$ cat config.mk
export PLATFORM = sky130hd
export DESIGN_NAME = mix_columns_serial
export DESIGN_NICKNAME = d
export VERILOG_FILES = /design/src/rtl/mix_columns_serial.sv
export SDC_FILE = /design/constraint.sdc
export NUM_CORES = 1
export LEC_CHECK = 0
export ABC_AREA = 1
export CAP_MARGIN = 20
export CORE_MARGIN = 1
export CORE_UTILIZATION = 45
export DETAILED_ROUTE_END_ITERATION = 16
export PLACE_DENSITY = 0.78
export SYNTH_ARGS = -nofsm -noshare
export SYNTH_HDL_FRONTEND = slang
export SYNTH_SLANG_ARGS = --single-unit
$ cat constraint.sdc
create_clock -name clk -period 2.7 [get_ports clk]
set_clock_uncertainty 0.05 [all_clocks]
set_input_delay 0.81 -clock clk [delete_from_list [all_inputs] [get_ports clk]]
set_output_delay 0.81 -clock clk [all_outputs]
set_load 0.05 [all_outputs]
$ cat src/rtl/mix_columns_serial.sv
// ---------------------------------------------------------------------------
// mix_columns_serial
//
// AES MixColumns stage that follows ShiftRows. A single 32-bit column
// datapath is reused over four consecutive cycles to transform the whole
// 128-bit state. A per-block bypass skips the transform for the final round.
//
// Ports:
//   clk        rising-edge clock
//   rst_n      asynchronous active-low reset
//   mix_in     128-bit state from ShiftRows (column c at [127-32c -: 32],
//              row 0 in the MSB byte of each column)
//   bypass     1 = pass the state through unchanged
//   in_valid   mix_in/bypass valid
//   in_ready   block can accept a new state this cycle
//   mix_out    resulting state, zero whenever out_valid is low
//   out_valid  mix_out valid
//   out_ready  downstream accepts mix_out
//   busy       high while columns are being transformed
//
// state | meaning
// ------+---------------------------------------------------------------
// IDLE  | waiting for a block (in_ready high once out of reset)
// CALC  | transforming column col_cnt, one column per clock
// DONE  | result presented; new block may be accepted on the handshake
// ---------------------------------------------------------------------------
module mix_columns_serial (
  input  logic         clk,
  input  logic         rst_n,
  input  logic [127:0] mix_in,
  input  logic         bypass,
  input  logic         in_valid,
  output logic         in_ready,
  output logic [127:0] mix_out,
  output logic         out_valid,
  input  logic         out_ready,
  output logic         busy
);

  typedef enum logic [1:0] {
    IDLE = 2'd0,
    CALC = 2'd1,
    DONE = 2'd2
  } state_t;

  state_t       state_q, state_d;
  logic [1:0]   col_cnt_q, col_cnt_d;
  logic [127:0] data_q, data_d;
  logic         bypass_q, bypass_d;
  logic         live_q;
  logic         accept;
  logic [31:0]  col_in;
  logic [31:0]  col_out;

  function automatic logic [7:0] xtime(input logic [7:0] x);
    return {x[6:0], 1'b0} ^ (x[7] ? 8'h1b : 8'h00);
  endfunction

  function automatic logic [31:0] mix_col(input logic [31:0] c);
    logic [7:0] a0, a1, a2, a3;
    logic [7:0] r0, r1, r2, r3;
    a0 = c[31:24];
    a1 = c[23:16];
    a2 = c[15:8];
    a3 = c[7:0];
    r0 = xtime(a0) ^ (xtime(a1) ^ a1) ^ a2 ^ a3;
    r1 = a0 ^ xtime(a1) ^ (xtime(a2) ^ a2) ^ a3;
    r2 = a0 ^ a1 ^ xtime(a2) ^ (xtime(a3) ^ a3);
    r3 = (xtime(a0) ^ a0) ^ a1 ^ a2 ^ xtime(a3);
    return {r0, r1, r2, r3};
  endfunction

  // live_q keeps in_ready low while in reset and for the edge that releases it.
  always_ff @(posedge clk or negedge rst_n) begin
    if (!rst_n) begin
      live_q <= 1'b0;
    end else begin
      live_q <= 1'b1;
    end
  end

  always_comb begin
    in_ready = 1'b0;
    case (state_q)
      IDLE:    in_ready = live_q;
      DONE:    in_ready = out_ready;
      default: in_ready = 1'b0;
    endcase
  end

  assign accept = in_valid & in_ready;

  always_comb begin
    col_in = data_q[127:96];
    case (col_cnt_q)
      2'd0: col_in = data_q[127:96];
      2'd1: col_in = data_q[95:64];
      2'd2: col_in = data_q[63:32];
      2'd3: col_in = data_q[31:0];
      default: col_in = data_q[127:96];
    endcase
  end

  assign col_out = mix_col(col_in);

  always_ff @(posedge clk or negedge rst_n) begin
    if (!rst_n) begin
      state_q   <= IDLE;
      col_cnt_q <= 2'd0;
      data_q    <= 128'h0;
      bypass_q  <= 1'b0;
    end else begin
      state_q   <= state_d;
      col_cnt_q <= col_cnt_d;
      data_q    <= data_d;
      bypass_q  <= bypass_d;
    end
  end

  always_comb begin
    state_d   = state_q;
    col_cnt_d = col_cnt_q;
    data_d    = data_q;
    bypass_d  = bypass_q;
    case (state_q)
      IDLE: begin
        if (accept) begin
          data_d    = mix_in;
          bypass_d  = bypass;
          col_cnt_d = 2'd0;
          state_d   = bypass ? DONE : CALC;
        end
      end
      CALC: begin
        // A bypassed block never reaches CALC; the guard keeps it untouched
        // should that ever change.
        if (!bypass_q) begin
          case (col_cnt_q)
            2'd0: data_d[127:96] = col_out;
            2'd1: data_d[95:64]  = col_out;
            2'd2: data_d[63:32]  = col_out;
            2'd3: data_d[31:0]   = col_out;
            default: data_d = data_q;
          endcase
        end
        col_cnt_d = col_cnt_q + 2'd1;
        if (col_cnt_q == 2'd3) begin
          state_d = DONE;
        end
      end
      DONE: begin
        // accept already implies out_ready, so the output handshake and the
        // capture of the next block share this edge.
        if (accept) begin
          data_d    = mix_in;
          bypass_d  = bypass;
          col_cnt_d = 2'd0;
          state_d   = bypass ? DONE : CALC;
        end else if (out_ready) begin
          state_d = IDLE;
        end
      end
      default: begin
        state_d   = IDLE;
        col_cnt_d = 2'd0;
      end
    endcase
  end

  assign out_valid = (state_q == DONE);
  assign busy      = (state_q == CALC);
  assign mix_out   = (state_q == DONE) ? data_q : 128'h0;

endmodule

==> results_dict.tcl, run 1 <==
set metrics [dict create \
    status "finished clean" \
    setup-violations-final 0 \
    drcViolationCount 0 \
    maxSlewViolCount 0 \
    routedWlPerCell_um 18.2 \
    place_congestion 0.948 \
    start_util 0.460 \
    yosysWarnings 0 \
    routed_wl_mm 41.5 \
    crit_fanout 32 \
    yosys.cell_types.count 30 \
    critical_path.max_stage_delay_ns 0.48 \
    min_period_ns 2.67 \
    die_y_um 151 \
    dieArea_um2 22900 \
    final_nets 2122 \
    synth_cells 1688 \
    core-area_um2 21800 \
    slew_headroom 0.524 \
    drtIter0Drc 1415 \
    vias 12600 \
    fin_util 0.658 \
    dr.pass1.iters 7 \
    rows 54 \
    grt_antenna_before_repair 0 \
    vias_per_cell 5.52 \
    grt_overflow 0 \
    cp_data_required_time_ns 1.84 \
    max_slew.worst_pin.slew_ns 0.713 \
    dieWidth_um 151 \
    htreeDepth 4 \
    grt_max_degree 131 \
    clk_pin_slew_ns 0.07 \
    syn_area_per_cell_um2 5.95 \
    clockBufferDepth 2 \
    yosysTopAreaCell "dfrtp_1" \
    port-buffer-count 263 \
    design_area_um2 14400 \
    period_share 0.988 \
    worstPathCellList "nor2_4, inv_8, buf_16, nor2_2, buf_6" \
    synth_top_area_share 0.334 \
    crit_type "flip-flop to output pin" \
    tritoncts "built" \
    ys_seq_elements 134 \
    cp_slowest_cell "dfrtp_2" \
    synth_fp_nets 1825 \
    post_dp_cell_area_um2 13400 \
    drv_cap 0 \
    critPathTopFamily "buffers and inverters" \
    io_pins 264 \
    cp.arrival_ns 1.81 \
    cts_buffers 17 \
    rsz0062_at_grt "yes" \
    synth.top_cells.by_area "dfrtp_1, nand2_1, a21oi_1, nor2_1, inv_1" \
    hold_class "primary input to async pin" \
    synthToLayoutAreaGrowth_pct 43.0 \
    path_buf_inv 3 \
    hpwl_mm 30.9 \
    clock_latency_ns 0.44 \
    hold_viol_final 0 \
    final_layout_size_suffix_gt1_frac 0.211 \
    diodes 0 \
    fmax_mhz 375 \
    clock-sinks 134 \
    grt_pass1_vias 11700 \
    fill_cells 1924 \
    critPathCaptureType "output pin" \
    ant_nets 0 \
    yosysSeqAreaShare 0.334 \
    start_kind "flip-flop" \
    grt_pass1_wl_mm 62.4 \
    grt_usage 0.363 \
    netlist_area_um2 10000 \
    cts_root_buf "clkbuf_16" \
]
-- area by class of cell --
| type | instances | area [µm²] | share of cell area |
|---|---|---|---|
| repair buffers | 353 | 3250 | 0.226 |
| well taps | 280 | 350 | 0.0244 |
| flip-flops and latches | 134 | 3350 | 0.234 |
| clock buffers | 18 | 439 | 0.0306 |
| multi-input cells | 1319 | 6220 | 0.433 |
| clock inverters | 14 | 130 | 0.00907 |
| inverters | 160 | 612 | 0.0426 |
-- flip-flops by register name (all words and copies together) (netlist names) --
name / flops
col_cnt_q: 2
bypass_q: 1
state_q: 2
data_q: 128
live_q: 1
-- layer usage --
layer,global-route usage,up-vias,share of wire
li1,-,5863,-
met1,0.480,5850,0.39
met2,0.567,757,0.47
met3,0.0886,115,0.11
met4,0.148,0,0.034
met5,0,-,0
-- worst reg2reg max path, delay by kind of cell, from the launching register on --
| kind | cells | cell delay, ns |
|---|---|---|
| DFF | 1 | 0.41 |
| adders and majority gates | 1 | 0.24 |
| AOI/OAI and AO/OA | 2 | 0.33 |
| and+or+nand+nor | 8 | 1.14 |
| buffers and inverters | 2 | 0.35 |
-- repair_timing --
action / in CTS / in global routing
gates cloned: 0 / 1
gates resized for setup: 6 / 59
hold buffers: 0 / 0
pin swaps: 2 / 5
buffers inserted: 1 / 9
setup endpoints to repair: 56 / 212
-- per-stage QoR --
step / worst slack [ns] / hold WS (ns) / TNS [ns] / cells
after floorplan: -0.225 / 0.431 / -33.19 / 1688
after global placement: -0.0271 / 0.441 / -0.0271 / 2235
after detailed placement: -0.0567 / 0.447 / -0.108 / 2235
after CTS: 0.00310 / 0.338 / 0 / 2268
after global routing: -0.0193 / 0.336 / -0.188 / 2278
final: 0.0332 / 0.322 / 0 / 2278
-- worst paths after layout --
path / slack [ns] / from / cells past startpoint / to
setup / recovery: 0.03 / state_q[0]$_DFFE_PN0P_ / 5 / mix_out[53]
hold / removal: 0.32 / rst_n / 2 / data_q[90]$_DFFE_PN0P_
max in group asynchronous: 1.85 / rst_n / 2 / data_q[39]$_DFFE_PN0P_
hold reg to reg: 0.46 / bypass_q$_DFFE_PN0P_ / 1 / bypass_q$_DFFE_PN0P_
min in group clk: 0.46 / bypass_q$_DFFE_PN0P_ / 1 / bypass_q$_DFFE_PN0P_
setup reg to reg: 0.09 / col_cnt_q[0]$_DFFE_PN0N_ / 13 / data_q[37]$_DFFE_PN0P_
-- cells by family (layout without fill, tap and decap cells) --
kind of cell	Yosys count	in the layout	share of synthesized area
flops	134	134	0.334
buf+inv	235	545	0.0961
other cells	1	1	0.000374
simple gates	1008	1008	0.398
xor+xnor	2	2	0.00175
compound gates	303	303	0.164
mux	1	1	0.00112
fa+ha+maj	4	4	0.00499
-- cell usage in the layout (no fill, tap or decap), types with 10 or more instances in the layout --
cell / count
nor2_4: 26
o21bai_1: 16
clkbuf_16: 18
nand2_2: 10
buf_12: 14
nand3_2: 13
nor2_1: 243
clkdlybuf4s50_1: 130
nand2_1: 562
buf_6: 11
inv_1: 153
dfrtp_1: 133
buf_4: 194
nor2_2: 86
nand3_1: 64
a21oi_1: 253
-- cell usage after synthesis (all sizes together) --
master and count:
a21oi 259, nand2 573, xnor2 2, nand3 79, buf 23, clkbuf 52, o21bai 27, o21ai 15
nor2 355, nor3 1, ha 4, mux2 1, dfrtp 134, o22ai 2, conb 1, inv 160
Power of run 1 is not shown: default switching activity piles up to over one toggle a cycle in this logic, so the estimate is an artifact.
==> run 2: changes to the inputs <==
--- a/config.mk
+++ b/config.mk
@@ -8,9 +8,10 @@
 export ABC_AREA = 1
 export CAP_MARGIN = 20
 export CORE_MARGIN = 1
-export CORE_UTILIZATION = 45
+export CORE_UTILIZATION = 25
+export CTS_CLUSTER_DIAMETER = 100
 export DETAILED_ROUTE_END_ITERATION = 16
-export PLACE_DENSITY = 0.78
+export PLACE_DENSITY = 0.5
 export SYNTH_ARGS = -nofsm -noshare
 export SYNTH_HDL_FRONTEND = slang
 export SYNTH_SLANG_ARGS = --single-unit
==> run 2 against run 1 <==
Non-clock buffer count increased by 27. Worst hold slack got worse by 0.081 ns. Register-to-register slack improved by 0.05 ns. Sequential cell count unchanged. Via count decreased by 2.2%. Die area increased by 79%. Global-route usage decreased by 14 points. Setup slack improved by 0.015 ns. Critical endpoint is now in_ready. Clock-buffer cell count decreased by 1. Routed wire length increased by 14%. Utilization decreased by 28 points. Final cell count increased by 12%.
==> results_dict.tcl, run 2 (synthesized netlist as in run 1, its figures left out) <==
set metrics [dict create \
    critPathCaptureType "output pin" \
    rows 73 \
    maxSlewViolCount 0 \
    place_congestion 0.887 \
    drcViolationCount 0 \
    worstPathCellList "clkdlybuf4s50_1, nand2_2, a21oi_2, buf_4, buf_12" \
    reg2reg_depth 15 \
    setup-violations-final 0 \
    routedWlPerCell_um 18.5 \
    setup_tns_ns 0 \
    reg.largest.list "data_q (128), col_cnt_q (2), state_q (2)" \
    hold_viol_final 0 \
    dp_slack_ns 0.0111 \
    grt_pass1_vias 11900 \
    grt_overflow 0 \
    dieWidth_um 202 \
    cp_slowest_cell "clkdlybuf4s50_1" \
    drtIter0Drc 945 \
    core-area_um2 39600 \
    final_nets 2149 \
    clock-sinks 134 \
    final_common_cell "nand2_1" \
    slew_headroom 0.506 \
    grt_antenna_before_repair 2 \
    min_period_ns 2.65 \
    hold_class "primary input to async pin" \
    layout.cells.non_filler 2551 \
    max_slew.worst_pin.slew_ns 0.739 \
    largest_register "data_q" \
    rsz0062_at_grt "yes" \
    clock_latency_ns 0.43 \
    grt_pass1_wl_mm 70.9 \
    ant_nets 0 \
    cp.arrival_ns 1.79 \
    dieArea_um2 41000 \
    cts_buffers 17 \
    cts_root_buf "clkbuf_16" \
    period_share 0.982 \
    status "finished clean" \
    tritoncts "built" \
    final_layout_size_suffix_gt1_frac 0.216 \
    clockBufferDepth 2 \
    synthToLayoutAreaGrowth_pct 47.9 \
    dr.pass1.iters 6 \
    routed_wl_mm 47.2 \
    grt_usage 0.227 \
    port-buffer-count 263 \
    timing.final.ws_setup_ns 0.0486 \
    grt_max_degree 131 \
    crit_fanout 2 \
    critical_path.max_stage_delay_ns 0.49 \
    start_kind "primary input" \
    htreeDepth 4 \
    r2r-start "col_cnt_q[0]$_DFFE_PN0N_" \
    drv_cap 0 \
    crit_type "primary input to output pin" \
    final_cell_mix "nand2_1, a21oi_1, nor2_1, buf_4, inv_1" \
    place_inst 2512 \
    fmax_mhz 377 \
    largest_reg_flops 128 \
    crit_start "out_ready" \
    r2r-end "data_q[31]$_DFFE_PN0P_" \
    start_util 0.253 \
    fill_cells 4361 \
    vias 12300 \
    die_y_um 202 \
    vias_per_cell 4.83 \
    io_pins 264 \
    r2r_setup_slack_ns 0.14 \
    cp_data_required_time_ns 1.84 \
    clk_pin_slew_ns 0.07 \
    hpwl_mm 36.4 \
]
==> run 2: cell types whose count changed in the layout (fill, tap and decap cells not counted), sizes merged <==
cell	before	now
clkbuf	19	18
diode	0	1
clkinv	5	3
clkdlybuf4s50	130	131
inv	167	172
buf	221	248
dlygate4sd2	1	0
clkinvlp	2	0
==> run 2: per-stage QoR <==
step	instance area, µm²	hold slack, ns	util
after CTS	14700	0.254	0.370
after global placement	14000	0.441	0.354
after detailed placement	14000	0.466	0.354
final	14800	0.241	0.375
after floorplan	10400	0.431	-
after global routing	14800	0.253	0.375
==> run 2: layout make-up <==
class	instances	area (µm²)	share of cell area
multi-input combinational	1319	6150	0.414
timing repair buffer	380	3500	0.235
sequential	134	3350	0.226
tap	525	657	0.0442
inverter	160	613	0.0413
clock buffer	17	425	0.0287
clock inverter	15	151	0.0102
antenna	1	2.50	0.000169
==> run 2: metal layers <==
layer / up-vias / share of wire / GRT usage
met2: 392 / 0.47 / 0.367
met3: 60 / 0.053 / 0.0318
li1: 5915 / - / -
met4: 2 / 0.019 / 0.0615
met1: 5945 / 0.46 / 0.316
met5: - / 0.00025 / 0
==> run 2: how the worst max path moves through the flow <==
| stage | to | slack [ns] | cells after the start |
|---|---|---|---|
| after detailed placement | in_ready | 0.01 | 5 |
| after floorplan | data_q[101]$_DFFE_PN0P_ | -0.22 | 8 |
| after global placement | in_ready | 0.02 | 5 |
| final | in_ready | 0.05 | 5 |
| after CTS | in_ready | 0.004 | 5 |
| after global routing | data_q[100]$_DFFE_PN0P_ | -0.03 | 16 |
==> run 2: repair_timing <==
item,4_1_cts,5_1_grt
cloned,0,1
hold buffers,0,0
endpoints found under the hold margin,0,0
setup buffers,2,3
endpoints found under the setup margin,72,119
gates resized for setup,2,40
pin swaps,1,3
==> run 2: worst max-delay path, delay by kind of cell <==
| kind | cells | cell delay [ns] |
|---|---|---|
| AOI/OAI and AO/OA | 1 | 0.14 |
| buffers and inverters | 3 | 0.75 |
| and+or+nand+nor | 1 | 0.08 |
Power of run 2 is left out for the same reason.
==> RTL change (flow settings as in run 2) <==
Re-encode `state_t` (3 states) as one-hot, 3 bits wide.
--- a/src/rtl/mix_columns_serial.sv
+++ b/src/rtl/mix_columns_serial.sv
@@ -39,6 +39,6 @@
 
-  typedef enum logic [1:0] {
-    IDLE = 2'd0,
-    CALC = 2'd1,
-    DONE = 2'd2
+  typedef enum logic [2:0] {
+    IDLE = 3'b001,
+    CALC = 3'b010,
+    DONE = 3'b100
   } state_t;
Behaviour: no difference found for any inputs over 4 cycles, from zero or initial values and one cycle with rst_n low; so few cycles prove little.
==> RTL change against run 2 <==
The flow now finishes with violations (setup timing). Sequential cell count increased by 1. Count of clock-buffer cells in the layout increased by 2. Area after synthesis increased by 2.9%. Routed wire length decreased by 2.5%. Worst setup slack got worse by 69 ps. Via count decreased by 3.4%. Die area increased by 2.9%. Cell area increased by 9.5%. Largest cell class unchanged. Highest routed layer is now met4.
==> RTL change: results (changes against run 2) <==
.. list-table::
   :header-rows: 1

   * - Metric
     - Value
   * - Number of global-route vias before repair
     - 11,498 (-3.3%)
   * - Antenna violations before repair
     - 1 (-1)
   * - Leading cell types by count after synthesis
     - sky130_fd_sc_hd__nand2_1, sky130_fd_sc_hd__nor2_1, sky130_fd_sc_hd__a21oi_1
   * - Pin slew with the least headroom to its limit
     - 563 ps (-177 ps)
   * - Outcome
     - finished, violations left
   * - Router iterations before antenna repair
     - 5 (-1)
   * - Count of different cell masters after synthesis
     - 39 (+30%)
   * - Global-route track usage on met3
     - 0.0361 (+0.00435)
   * - Share of cells above drive strength 1
     - 0.190 (-0.0261)
   * - Global placement routability congestion
     - 0.885 (-0.21%)
   * - Largest net degree at the start of global routing
     - 65 (-50%)
   * - Violated checks
     - setup timing
   * - Crit path DAT
     - 1860 ps (+70 ps)
   * - Routed via count divided by cell count
     - 4.73 (-2.0%)
   * - Setup slack at placement
     - 85.5 ps (+74.4 ps)
   * - Most area-consuming cells after synthesis
     - sky130_fd_sc_hd__dfrtp_1, sky130_fd_sc_hd__nand2_1, sky130_fd_sc_hd__a21oi_1, sky130_fd_sc_hd__nor2_1, sky130_fd_sc_hd__inv_1
   * - Largest driver fanout on the critical path
     - 33 (+31)
   * - Net count, final
     - 2,106 (-2.0%)
   * - Post-synthesis sequential area ratio
     - 0.327 (-0.00696)
   * - Reg2Reg Capture Point
     - data_q[43]$_DFFE_PN0P_
   * - Launching element of the worst setup path
     - state_q[0]$_DFFE_PN1P_
   * - Final Setup Violations
     - 10 (+10)
   * - Final setup slack of the worst path
     - -20.1 ps (-68.7 ps)
   * - Worst Reg-to-Reg Cells
     - 14 (-1)
   * - Critical Path Sink
     - mix_out[104]
## RTL change: cell count changes after synthesis, sizes merged, moves of 7 or more
cell and delta:
nor2 -29, buf +25, inv +18, nand3 -8, clkbuf -22, o21bai -7
a22oi +8, nand2 +14
## RTL change: what timing repair did
action                                  in CTS  in global routing
resized for setup                           25                 52
hold buffers                                 0                  0
cloned                                       1                  0
pin swaps                                    0                  3
buffers inserted                             0                  2
endpoints found under the setup margin      22                197
## RTL change: final cells by class
type	instances	area [sq um]
Fill cell	4247	24600
Multi-Input combinational cell	1308	6050
Timing Repair Buffer	329	4780
Sequential cell	135	3380
Inverter	178	681
Tap cell	532	666
Clock buffer	19	453
Clock inverter	13	241
Antenna cell	1	2.50
## RTL change: how the worst min path moves through the flow
stage	end	start	slack, ps	cells past startpoint
2_1_floorplan	data_q[126]$_DFFE_PN0P_	data_q[126]$_DFFE_PN0P_	440	2
3_3_place_gp	data_q[6]$_DFFE_PN0P_	data_q[6]$_DFFE_PN0P_	460	2
3_5_place_dp	data_q[70]$_DFFE_PN0P_	data_q[70]$_DFFE_PN0P_	470	2
4_1_cts	data_q[3]$_DFFE_PN0P_	rst_n	280	1
5_1_grt	data_q[3]$_DFFE_PN0P_	rst_n	290	1
6_report	data_q[3]$_DFFE_PN0P_	rst_n	260	1
## RTL change: metal layers
layer / share of wire / wire length [um]
met2: 0.48 / 22300
met1: 0.45 / 20500
met4: 0.021 / 976
met5: 0 / 0
met3: 0.049 / 2250
## RTL change: critical path: stages, from the launching register on
cell and delay (ps):
sky130_fd_sc_hd__dfstp_2 550, sky130_fd_sc_hd__inv_2 50, sky130_fd_sc_hd__nand3_4 130, sky130_fd_sc_hd__bufbuf_16 400, sky130_fd_sc_hd__nor2_2 80, sky130_fd_sc_hd__buf_12 150
## RTL change: kinds of logic after synthesis
family,after synthesis,share of synthesized area
AND/OR/NAND/NOR,989,0.388
AO/OA/AOI/OAI,311,0.167
buffers and inverters,256,0.110
flip-flops,135,0.327
adder cells (fa/ha/maj),4,0.00484
XOR/XNOR,3,0.00254
other,1,0.000363
## RTL change: through the flow
stage / power [mW] / cells / area, sq um / hold slack (ps) / TNS [ps]
after CTS: 24.2 / 2512 / 16100 / 284 / -3750
final: 24.5 / 2515 / 16300 / 261 / -115
after detailed placement: 21.2 / 2479 / 15300 / 468 / 0
after floorplan: 14.5 / 1699 / 10300 / 445 / 0
after global placement: 21.1 / 2479 / 15300 / 458 / 0
after global routing: 26.4 / 2515 / 16300 / 295 / -3440
## RTL change: power by group
part / switching (mW) / total (mW) / internal, mW
clock: 1.02 / 2.82 / 1.80
sequential: 0.883 / 3.96 / 3.07
combinational: 11.5 / 17.7 / 6.17
total: 13.4 / 24.5 / 11.0
